## config.mk

```make
export PLATFORM = sky130hd
export DESIGN_NAME = escalonador_quantum
export DESIGN_NICKNAME = d
export VERILOG_FILES = /design/src/rtl/escalonador_quantum.sv
export SDC_FILE = /design/constraint.sdc
export NUM_CORES = 1
export LEC_CHECK = 0
export CORE_MARGIN = 8
export CORE_UTILIZATION = 45
export CTS_CLUSTER_DIAMETER = 80
export DETAILED_ROUTE_END_ITERATION = 6
export GPL_ROUTABILITY_DRIVEN = 0
export PLACE_DENSITY = 0.86
export SETUP_SLACK_MARGIN = 0.4
export SYNTH_ARGS = -nofsm -noshare
export SYNTH_HDL_FRONTEND = slang
export SYNTH_SLANG_ARGS = --single-unit
```

## constraint.sdc

```tcl
create_clock -name clock -period 6.1 [get_ports clock]
set_input_delay 0.915 -clock clock [delete_from_list [all_inputs] [get_ports clock]]
set_output_delay 0.915 -clock clock [all_outputs]
set_load 0.01 [all_outputs]
```

## src/rtl/escalonador_quantum.sv

```systemverilog
// Preemptive round-robin scheduler: counts retired instructions against a quantum and
// redirects the PC to the context-switch routine when the running program must give way.
module escalonador_quantum #(
    parameter int unsigned NUM_PROC   = 5,
    parameter int unsigned QUANTUM    = 16,
    parameter int unsigned BASE_PROG  = 2000,
    parameter int unsigned PASSO      = 1000,
    parameter int unsigned END_TROCA  = 0,
    parameter int unsigned ADDR_WIDTH = 32
) (
    input  logic                  clock,
    input  logic                  reset,
    input  logic                  habilita,
    input  logic [NUM_PROC-1:0]   proc_ativo,
    input  logic                  instr_exec,
    input  logic                  proc_fim,
    input  logic                  troca_ack,
    output logic                  desvio,
    output logic [ADDR_WIDTH-1:0] endereco_desvio,
    output logic                  troca_req,
    output logic [2:0]            proc_atual,
    output logic [2:0]            proc_proximo,
    output logic [ADDR_WIDTH-1:0] base_proximo,
    output logic [15:0]           quantum_restante,
    output logic                  ocioso
);

    typedef enum logic [1:0] {StOcioso, StExecuta, StTroca} estado_t;

    localparam logic [ADDR_WIDTH-1:0] BaseW    = ADDR_WIDTH'(BASE_PROG);
    localparam logic [ADDR_WIDTH-1:0] PassoW   = ADDR_WIDTH'(PASSO);
    localparam logic [ADDR_WIDTH-1:0] EndW     = ADDR_WIDTH'(END_TROCA);
    localparam logic [15:0]           QuantumW = 16'(QUANTUM);
    localparam logic [2:0]            UltimoW  = 3'(NUM_PROC - 1);

    estado_t               estado_q, estado_d;
    logic [2:0]            atual_q, atual_d, proximo_q, proximo_d;
    logic [ADDR_WIDTH-1:0] base_q, base_d, endereco_q, endereco_d;
    logic [15:0]           quantum_q, quantum_d;
    logic                  desvio_q, desvio_d, troca_req_q, troca_req_d, ocioso_q, ocioso_d;

    logic [7:0]            ativo_ext, mascara;
    logic                  cand_ok;
    logic [2:0]            cand;
    logic [ADDR_WIDTH-1:0] base_cand;
    logic                  expira, preempta;

    // Candidate search: walk downward so the last hit is the first slot after proc_atual.
    always_comb begin
        int idx;
        idx       = 0;
        ativo_ext = 8'(proc_ativo);
        mascara   = ativo_ext;
        if (estado_q == StExecuta && proc_fim) mascara[atual_q] = 1'b0;
        cand_ok = 1'b0;
        cand    = atual_q;
        for (int k = int'(NUM_PROC) - 1; k >= 0; k--) begin
            idx = int'(atual_q) + 1 + k;
            if (idx >= int'(NUM_PROC)) idx = idx - int'(NUM_PROC);
            if (mascara[idx[2:0]]) begin
                cand_ok = 1'b1;
                cand    = idx[2:0];
            end
        end
        base_cand = BaseW + {{(ADDR_WIDTH-3){1'b0}}, cand} * PassoW;
    end

    always_comb begin
        estado_d    = estado_q;
        atual_d     = atual_q;
        proximo_d   = proximo_q;
        base_d      = base_q;
        quantum_d   = quantum_q;
        desvio_d    = 1'b0;
        troca_req_d = troca_req_q;
        expira      = instr_exec && (quantum_q == 16'd1);
        preempta    = proc_fim || !ativo_ext[atual_q] || expira;

        unique case (estado_q)
            StOcioso: begin
                if (habilita && cand_ok) begin
                    proximo_d   = cand;
                    base_d      = base_cand;
                    desvio_d    = 1'b1;
                    troca_req_d = 1'b1;
                    estado_d    = StTroca;
                end
            end
            StTroca: begin
                if (troca_ack) begin
                    atual_d     = proximo_q;
                    quantum_d   = QuantumW;
                    troca_req_d = 1'b0;
                    estado_d    = StExecuta;
                end
            end
            StExecuta: begin
                if (!proc_fim && instr_exec && quantum_q != 16'd0) quantum_d = quantum_q - 16'd1;
                if (preempta) begin
                    if (!habilita || !cand_ok) begin
                        estado_d = StOcioso;
                    end else if (!proc_fim && ativo_ext[atual_q] && expira && cand == atual_q) begin
                        quantum_d = QuantumW;
                    end else begin
                        proximo_d   = cand;
                        base_d      = base_cand;
                        desvio_d    = 1'b1;
                        troca_req_d = 1'b1;
                        estado_d    = StTroca;
                    end
                end
            end
            default: estado_d = StOcioso;
        endcase

        ocioso_d   = (estado_d == StOcioso);
        endereco_d = desvio_d ? EndW : '0;
    end

    always_ff @(posedge clock) begin
        if (reset) begin
            estado_q    <= StOcioso;
            atual_q     <= UltimoW;
            proximo_q   <= 3'd0;
            base_q      <= BaseW;
            quantum_q   <= 16'd0;
            desvio_q    <= 1'b0;
            endereco_q  <= '0;
            troca_req_q <= 1'b0;
            ocioso_q    <= 1'b1;
        end else begin
            estado_q    <= estado_d;
            atual_q     <= atual_d;
            proximo_q   <= proximo_d;
            base_q      <= base_d;
            quantum_q   <= quantum_d;
            desvio_q    <= desvio_d;
            endereco_q  <= endereco_d;
            troca_req_q <= troca_req_d;
            ocioso_q    <= ocioso_d;
        end
    end

    assign desvio           = desvio_q;
    assign endereco_desvio  = endereco_q;
    assign troca_req        = troca_req_q;
    assign proc_atual       = atual_q;
    assign proc_proximo     = proximo_q;
    assign base_proximo     = base_q;
    assign quantum_restante = quantum_q;
    assign ocioso           = ocioso_q;

endmodule

```

Yosys cells after proc, flatten, opt, wreduce, memory -nomap -nowiden
Index checks and enable logic that the tools add are counted.
{ "op_classes": {"addsub": 12, "n_mul": 1, "div_mod_pow": 0, "order_cmp": 12, "eq_ne": 9, "shift": 0, "muxes": 63, "n_bitwise": 2, "reduce_logical": 26} }
{ "ops": {"columns": ["cell", "n"], "rows": [
  ["2-to-1 mux 32 bit", 4],
  ["2-to-1 mux 16 bit", 5],
  ["one-hot mux 32 bit (2 select lines)", 1],
  ["2-to-1 mux 3 bit", 14],
  ["one-hot mux 16 bit (2 select lines)", 1],
  ["< comparator 3 x 4 -> 1 bit, second input constant", 6],
  ["2-to-1 mux 1 bit", 21],
  ["greater-or-equal comparator 5 x 3 -> 1 bit, second input constant", 4],
  ["binary-select mux 1 bit (select 3 bit)", 6],
  ["== test 16 x 1 -> 1 bit, second input constant", 1],
  ["nonzero test 16 bit", 1],
  ["subtractor 16 x 1 -> 16 bit, second input constant", 1],
  ["subtractor 3 bit, second input constant", 5],
  ["adder 11 x 13 -> 14 bit, first input constant", 1],
  ["adder 4 x 2 -> 5 bit, second input constant", 2],
  ["multiplier 3 x 7 -> 10 bit, second input constant", 1],
  ["2-to-1 mux 2 bit", 5],
  ["inequality test 2 bit, second input constant", 5],
  ["logical AND 1 bit", 9],
  ["AND 5 x 8 -> 8 bit", 1],
  ["2-to-1 mux 8 bit", 1],
  ["NOT 8 bit", 1],
  ["one-hot mux 2 bit (3 select lines)", 1],
  ["one-hot mux 3 bit (2 select lines)", 1],
  ["other kinds (19)", 27]
]} }
{ "totals": {"register_bits": 59, "latchBits": 0, "ramBits": 0, "romBits": 0, "inputBits": 11, "out_inout_bits": 89, "wordCells": 133, "mem_count": 0} }

Depth between registers and ports, before layout
Gate-level depths: netlist (run 1).
{ "depth": {"depth_word": 21, "depth_mapped": 27, "depth_no_buf": 26} }

Worst setup path before layout (run 1)
Ideal clock, no wire load.
{ "synth_path": {"path_type": "reg2reg", "startpoint": "register atual_q[0], in the netlist proc_atual[0]", "endpoint": "register base_q[11], in the netlist base_proximo[11]", "setup_time_ns": 0.128, "arrival_time_ns": 6.601, "t_required_ns": 5.972, "slack_ns": -0.629, "path_stages_with_launch": 24, "n_path_buf": 1, "synth_period_minus_slack_ns": 6.729, "cell_sequence": "dfxtp_1 clkinv_1 clkbuf_1 ha_1 inv_2 ha_1 a2111o_1 a221o_1 a21oi_1 o2111ai_1 a211o_1 or2_1 a22oi_1 inv_1 fa_1 xor2_1 ha_1 a21o_1 fa_1 or3_1 a2111o_1 xor2_1 mux2i_1 nor2_1"} }
{ "synth_between": {"elab_chain_cells": 20, "word_cells_on_any_way": 72, "cone_classes": "11 x add/sub; 1 x mul; 7 x order compare; 5 x eq/ne; 35 x mux; 2 x bitwise; 11 x reduce/logical"} }
{ "synth_rtl": {"columns": ["element", "line", "text"], "rows": [
  ["start: declaration", "37", "logic [2:0] atual_q, atual_d, proximo_q, proximo_d;"],
  ["start signal: assignment", "123", "atual_q <= UltimoW;"],
  ["start signal: assignment", "133", "atual_q <= atual_d;"],
  ["branches (longest 13 deep; another with adder 4 x 3 -> 5 bit)", null, null],
  ["2-to-1 mux 3 bit *", "60", "if (mascara[idx[2:0]]) begin"],
  ["via cand[2]", "44", "logic [2:0] cand;"],
  ["multiplier 3 x 7 -> 10 bit", "65", "base_cand = BaseW + {{(ADDR_WIDTH-3){1'b0}}, cand} * PassoW;"],
  ["adder 11 x 13 -> 14 bit", "65", null],
  ["2-to-1 mux 32 bit", "102", "end else if (!proc_fim && ativo_ext[atual_q] && expira && cand == atual_q) begin"],
  ["2-to-1 mux 32 bit", "100", "if (!habilita || !cand_ok) begin"],
  ["2-to-1 mux 32 bit", "99", "if (preempta) begin"],
  ["one-hot mux 32 bit (2 select lines)", "79", "unique case (estado_q)"],
  ["end signal: assignment", "125", "base_q <= BaseW;"],
  ["end signal: assignment", "135", "base_q <= base_d;"],
  ["end: declaration", "38", "logic [ADDR_WIDTH-1:0] base_q, base_d, endereco_q, endereco_d;"]
]} }
Mark *: on every way through the listed nets, which the timed path passes. The select of a mux whose other input is x is not followed.
A chain may end at the register's enable or synchronous reset.

Final worst setup path (run 1)
Ends and elaborated chain as after synthesis.

==> results.cfg, run 1 <==
[yosys]
yosys.area_share.simple = 0.245
netlist_top_cells_area = dfxtp_1 (19%), buf_4 (11%), ha_1 (6.4%), o21ai_0 (3.6%), nand2_1 (3.5%)
netlist.area_leader.share = 0.188
syn_avg_cell_area_um2 = 7.83
seq_area_frac_synth = 0.188
synth_top_family_by_area = compound AO/OA/AOI/OAI gates
synth_edf_count = 0
syn-instance-count = 503
synth_ff_type = dfxtp_1
synth_fa_ha_area_frac = 0.0838
ys_ff_latch = 37
synthMuxAreaShare = 0.0451
ys_types = 84
synth_xor_area_frac = 0.0308
syn_area_mm2 = 0.00394
yosys_warnings = 0
synth-compound-area-share = 0.253
ys_async_sr_fraction = 0
synth_top_area_cell = dfxtp_1

[sta]
worst-slew-pin-transition_ns = 1.22
rsz0062_at_grt = yes
skew_ns = 0.00719
hold_violations = 0
max_freq_mhz = 175
slew-limit-headroom = 0.185
fin_crit_ns = 5.72
final.period_utilization = 0.937
slew_viol_final = 0
setup_viol = 0
hold_slack_ns = 0.489

[layout]
num-fill-cells = 774
fin_area_mm2 = 0.00479
fin_nets = 603
mostFrequentLayoutCell = conb_1
final_util = 0.557
area_growth_pct = 21.6
drive_gt1_frac = 0.174
antenna_cells = 0
layout_common_cells = conb_1 (53), clkdlybuf4s50_1 (45), nand2_1 (36)
layoutNonFillerInstCount = 676

[route]
drt_wl_total_um = 11900
vias = 4078
route.antenna.remaining_nets = 0
drt_iter0_markers = 389
vias_per_cell = 6.03
drt_first_pass_iters = 7
wire_per_inst_um = 17.6
remaining_drc_errors = 0

[power_and_ir_drop]
vdd_drop_max_v = 0.000350
total_leakage_power_nw = 1.92
power-per-cell-area_mw_per_mm2 = 199
power_mw = 0.952

[die]
io_pins = 100
num_rows = 34
die_height_um = 110
dieWidth_um = 110
initial_core_util = 0.459
core_area_mm2 = 0.00859
dieArea_mm2 = 0.0120

[setup_path]
cp.arrival_ns = 5.87
critPathKind = reg2reg
critPathRequiredTime_ns = 6.25
critPathLaunchType = flip-flop
crit_path_end_kind = flip-flop
critPathMaxFanout = 6

[global_route]
grt_max_degree = 27
overflow = 0
grt_pass1_vias = 3907
grt_usage = 0.190
grt_pass1_wl_um = 18700
antenna_found_initial = 0

[cts]
clk_path_buf_depth = 2
h-tree-depth = 2
cts.clk_slew.worst_paths_ns = 0.07
clk_latency_ns = 0.29
cts_buffers = 5
cts_tree = yes
numClockSinks = 37
cts-root-buf = clkbuf_8
ctsHoldBuffers = 0

[placed_design]
hpwl_um = 8590
dp_cells = 655
port_buffers = 46
place_area_mm2 = 0.00445

[outcome]
outcome = completed

[min_path]
hold_class = reg2reg

[job]
maxCapViolations = 0
## cell type report
class	instances	area, um^2	share of cell area
multi-input combinational	421	2990	0.624
clock buffer	6	82.6	0.0172
timing repair buffer	83	744	0.155
inverter	20	82.6	0.0172
clock inverter	1	6.26	0.00131
tap	108	135	0.0282
sequential	37	748	0.156
## cells by family (layout without fill, tap and decap cells)
logic type,after synthesis,count (layout)
compound gates,135,135
xor+xnor,13,13
fa+ha+maj,24,24
buf+inv,97,110
flops,37,37
mux,15,15
other cells,1,53
simple gates,181,181
## layer usage
layer  wire length (um)  vias up  share of wire  global-route usage
li1                   -     1885              -                   -
met1               4410     1871           0.37               0.224
met2               5790      266           0.49               0.314
met3               1270       56           0.11              0.0457
met4                401        0          0.034              0.0974
met5                  0        -              0                   0
## Yosys cell counts (3+ instances only)
cell type	count
a211o_1	11
a211oi_1	3
a21o_1	5
a21oi_1	20
a221o_1	4
a31oi_1	8
and2_1	8
and3_1	6
and4_1	3
buf_2	3
buf_4	57
buf_6	3
clkbuf_1	13
dfxtp_1	37
fa_1	4
ha_1	20
inv_1	16
mux2i_1	11
nand2_1	37
nand2b_1	6
nand3_1	12
nand3b_1	5
nand4_1	11
nor2_1	33
nor2b_1	7
nor3_1	23
nor4_1	3
o2111ai_1	3
o211ai_1	5
o21ai_0	28
o31ai_1	5
o41ai_1	3
or2_2	3
or3_1	9
or4_1	4
xnor2_1	8
xor2_1	4
## metrics by stage
step / setup TNS (ns) / setup WS, ns
finish: 0 / 0.384
global route: 0 / 0.240
CTS: 0 / 0.405
detailed placement: -0.226 / -0.178
global placement: 0 / 0.00932
floorplan: 0 / 0.219
## path summary, 6_finish.rpt
kind                              from                    to  slack, ns  cells past startpoint
setup reg to reg         proc_atual[0]      base_proximo[11]       0.38                     22
setup / recovery         proc_atual[0]      base_proximo[11]       0.38                     22
hold / removal    quantum_restante[10]  quantum_restante[10]       0.49                      2
hold reg to reg   quantum_restante[10]  quantum_restante[10]       0.49                      2
## flip-flops by register name, indices dropped and copies added, names as in the netlist
register	cells
base_proximo	10
proc_proximo	3
quantum_restante	16
troca_req	1
desvio	1
ocioso	1
estado_q	2
proc_atual	3
## power by group
| part | switching, mW | leakage, nW | internal, mW |
|---|---|---|---|
| combinational | 0.274 | 1.57 | 0.225 |
| sequential | 0.0147 | 0.303 | 0.260 |
| clock | 0.0887 | 0.0476 | 0.0896 |
| total | 0.377 | 1.92 | 0.575 |
## timing repair
action	in CTS	in global routing
pin swaps	8	15
resized for setup	14	24
endpoints found under the setup margin	4	5
setup buffers	6	8
## worst max-delay path, stage by stage, from the launching register on
cell and delay (ns):
dfxtp_4 0.38, clkinv_4 0.06, ha_4 0.25, buf_4 0.17, nor2b_1 0.19, a211o_1 0.31
a211o_1 0.35, a22o_1 0.31, a21boi_1 0.15, a211o_1 0.32, or2_1 0.24, a22oi_2 0.16
inv_2 0.07, fa_2 0.55, xor2_1 0.19, ha_2 0.22, a21o_1 0.14, fa_2 0.46
or3_1 0.35, a2111o_1 0.33, xor2_1 0.17, mux2i_1 0.14, nor2_1 0.06
Note: power is estimated with default switching activity, not from simulation.
==> run 2: changes to the inputs <==
- CTS_CLUSTER_DIAMETER: 80 -> unset
- SKIP_CTS_REPAIR_TIMING: unset -> 1
==> run 2 against run 1 <==
Against the previous run: fmax is 1.0% lower; die area stayed put; total power is 1.5% lower; via count is 1.0% lower; worst hold slack hardly changed; combinational power is 3% lower; cell area is 0.94% lower; clock skew is 0.0014 ns higher; cell count is 0.15% lower.
==> results.cfg, run 2 (same netlist as run 1, synthesis figures left out) <==
[die]
io_pins = 100
initial_core_util = 0.459
dieArea_mm2 = 0.0120
core_area_mm2 = 0.00859
dieWidth_um = 110
die_height_um = 110
num_rows = 34

[global_route]
grt_max_degree = 27
overflow = 0
grt_pass1_wl_um = 18400
grt_usage = 0.187
grt_pass1_vias = 3840
antenna_found_initial = 0

[sta]
tns_ns = 0
skew_ns = 0.00859
worst-slew-pin-transition_ns = 1.23
slew-limit-headroom = 0.179
fin_crit_ns = 5.77
final.period_utilization = 0.947
hold_violations = 0
rsz0062_at_grt = yes
setup_ws_ns = 0.325
hold_slack_ns = 0.489
slew_viol_final = 0
setup_viol = 0
max_freq_mhz = 173

[layout]
antenna_cells = 0
final_util = 0.552
drive_gt1_frac = 0.160
area_growth_pct = 20.4
layout_common_cells = conb_1 (53), clkdlybuf4s50_1 (45), nand2_1 (36), buf_4 (36), dfxtp_1 (35)
layoutNonFillerInstCount = 675
fin_nets = 602
fin_area_mm2 = 0.00474
largest_reg_flops = 16
mostFrequentLayoutCell = conb_1

[route]
drt_wl_total_um = 11700
drt_first_pass_iters = 5
remaining_drc_errors = 0
vias = 4037
drt_iter0_markers = 336
route.antenna.remaining_nets = 0
vias_per_cell = 5.98
wire_per_inst_um = 17.3

[placed_design]
pre_cts_slack_ns = -0.178
hpwl_um = 8590
place_area_mm2 = 0.00445
port_buffers = 46
dp_cells = 655

[power_and_ir_drop]
vdd_drop_max_v = 0.000332
total_leakage_power_nw = 1.92
power_mw = 0.938
power-per-cell-area_mw_per_mm2 = 198

[setup_path]
crit_path_end_kind = flip-flop
slowest_stage = fa_2
cp.arrival_ns = 5.93
critPathMaxFanout = 8
critPathRequiredTime_ns = 6.25
crit_chain = inv_2 > ha_4 > inv_4 > ha_4 > nor4_4 > buf_4 > o21ai_2 > or4b_4 > o211ai_1 > o2111ai_1 > a211o_1 > or2_1 > a22oi_2 > inv_2 > fa_2 > xor2_1 > ha_2 > a21o_1 > fa_1 > or3_4 > a2111o_1 > xor2_1 > mux2i_1 > nor2_1
critPathLaunchType = flip-flop
max_stage_delay_ns = 0.55
critPathKind = reg2reg

[cts]
cts_buffers = 5
cts.clk_slew.worst_paths_ns = 0.07
numClockSinks = 37
clk_latency_ns = 0.29
h-tree-depth = 2
cts-root-buf = clkbuf_8
cts_tree = yes
clk_path_buf_depth = 2

[job]
maxCapViolations = 0

[min_path]
hold_class = reg2reg

[outcome]
outcome = completed
[run 2: cell type report]
class	instances	area [um^2]
flip-flops and latches	37	748
clock buffers	6	82.6
inverters	20	82.6
clock inverters	1	6.26
fillers	778	3850
repair buffers	82	733
well taps	108	135
multi-input cells	421	2960
[run 2: final timing paths]
path / startpoint / endpoint / slack, ns / depth (start not counted)
setup reg to reg: proc_atual[1] / base_proximo[11] / 0.33 / 24
hold reg to reg: quantum_restante[10] / quantum_restante[10] / 0.49 / 2
hold / removal: quantum_restante[10] / quantum_restante[10] / 0.49 / 2
setup / recovery: proc_atual[1] / base_proximo[11] / 0.33 / 24
[run 2: critical path: cells and delay by family, from the launching register on]
family	cells	cell delay, ns
multiplexers	1	0.14
flip-flops	1	0.40
buffers and inverters	4	0.38
XOR/XNOR	2	0.36
AND/OR/NAND/NOR	5	1.39
adder cells (fa/ha/maj)	5	1.68
AO/OA/AOI/OAI	7	1.28
[run 2: report_power, final]
part	total [mW]	leakage, nW	switching (mW)	internal [mW]
registers	0.275	0.303	0.0150	0.260
logic	0.484	1.57	0.266	0.218
clock network	0.179	0.0476	0.0889	0.0896
total	0.938	1.92	0.370	0.568
[run 2: routing by layer]
metal	part of all wire	GRT usage	routed length, um	up-vias
met5	0	0	0	-
met3	0.093	0.0469	1090	47
met4	0.035	0.0897	412	0
li1	-	-	-	1880
met2	0.49	0.309	5710	217
met1	0.38	0.221	4480	1893
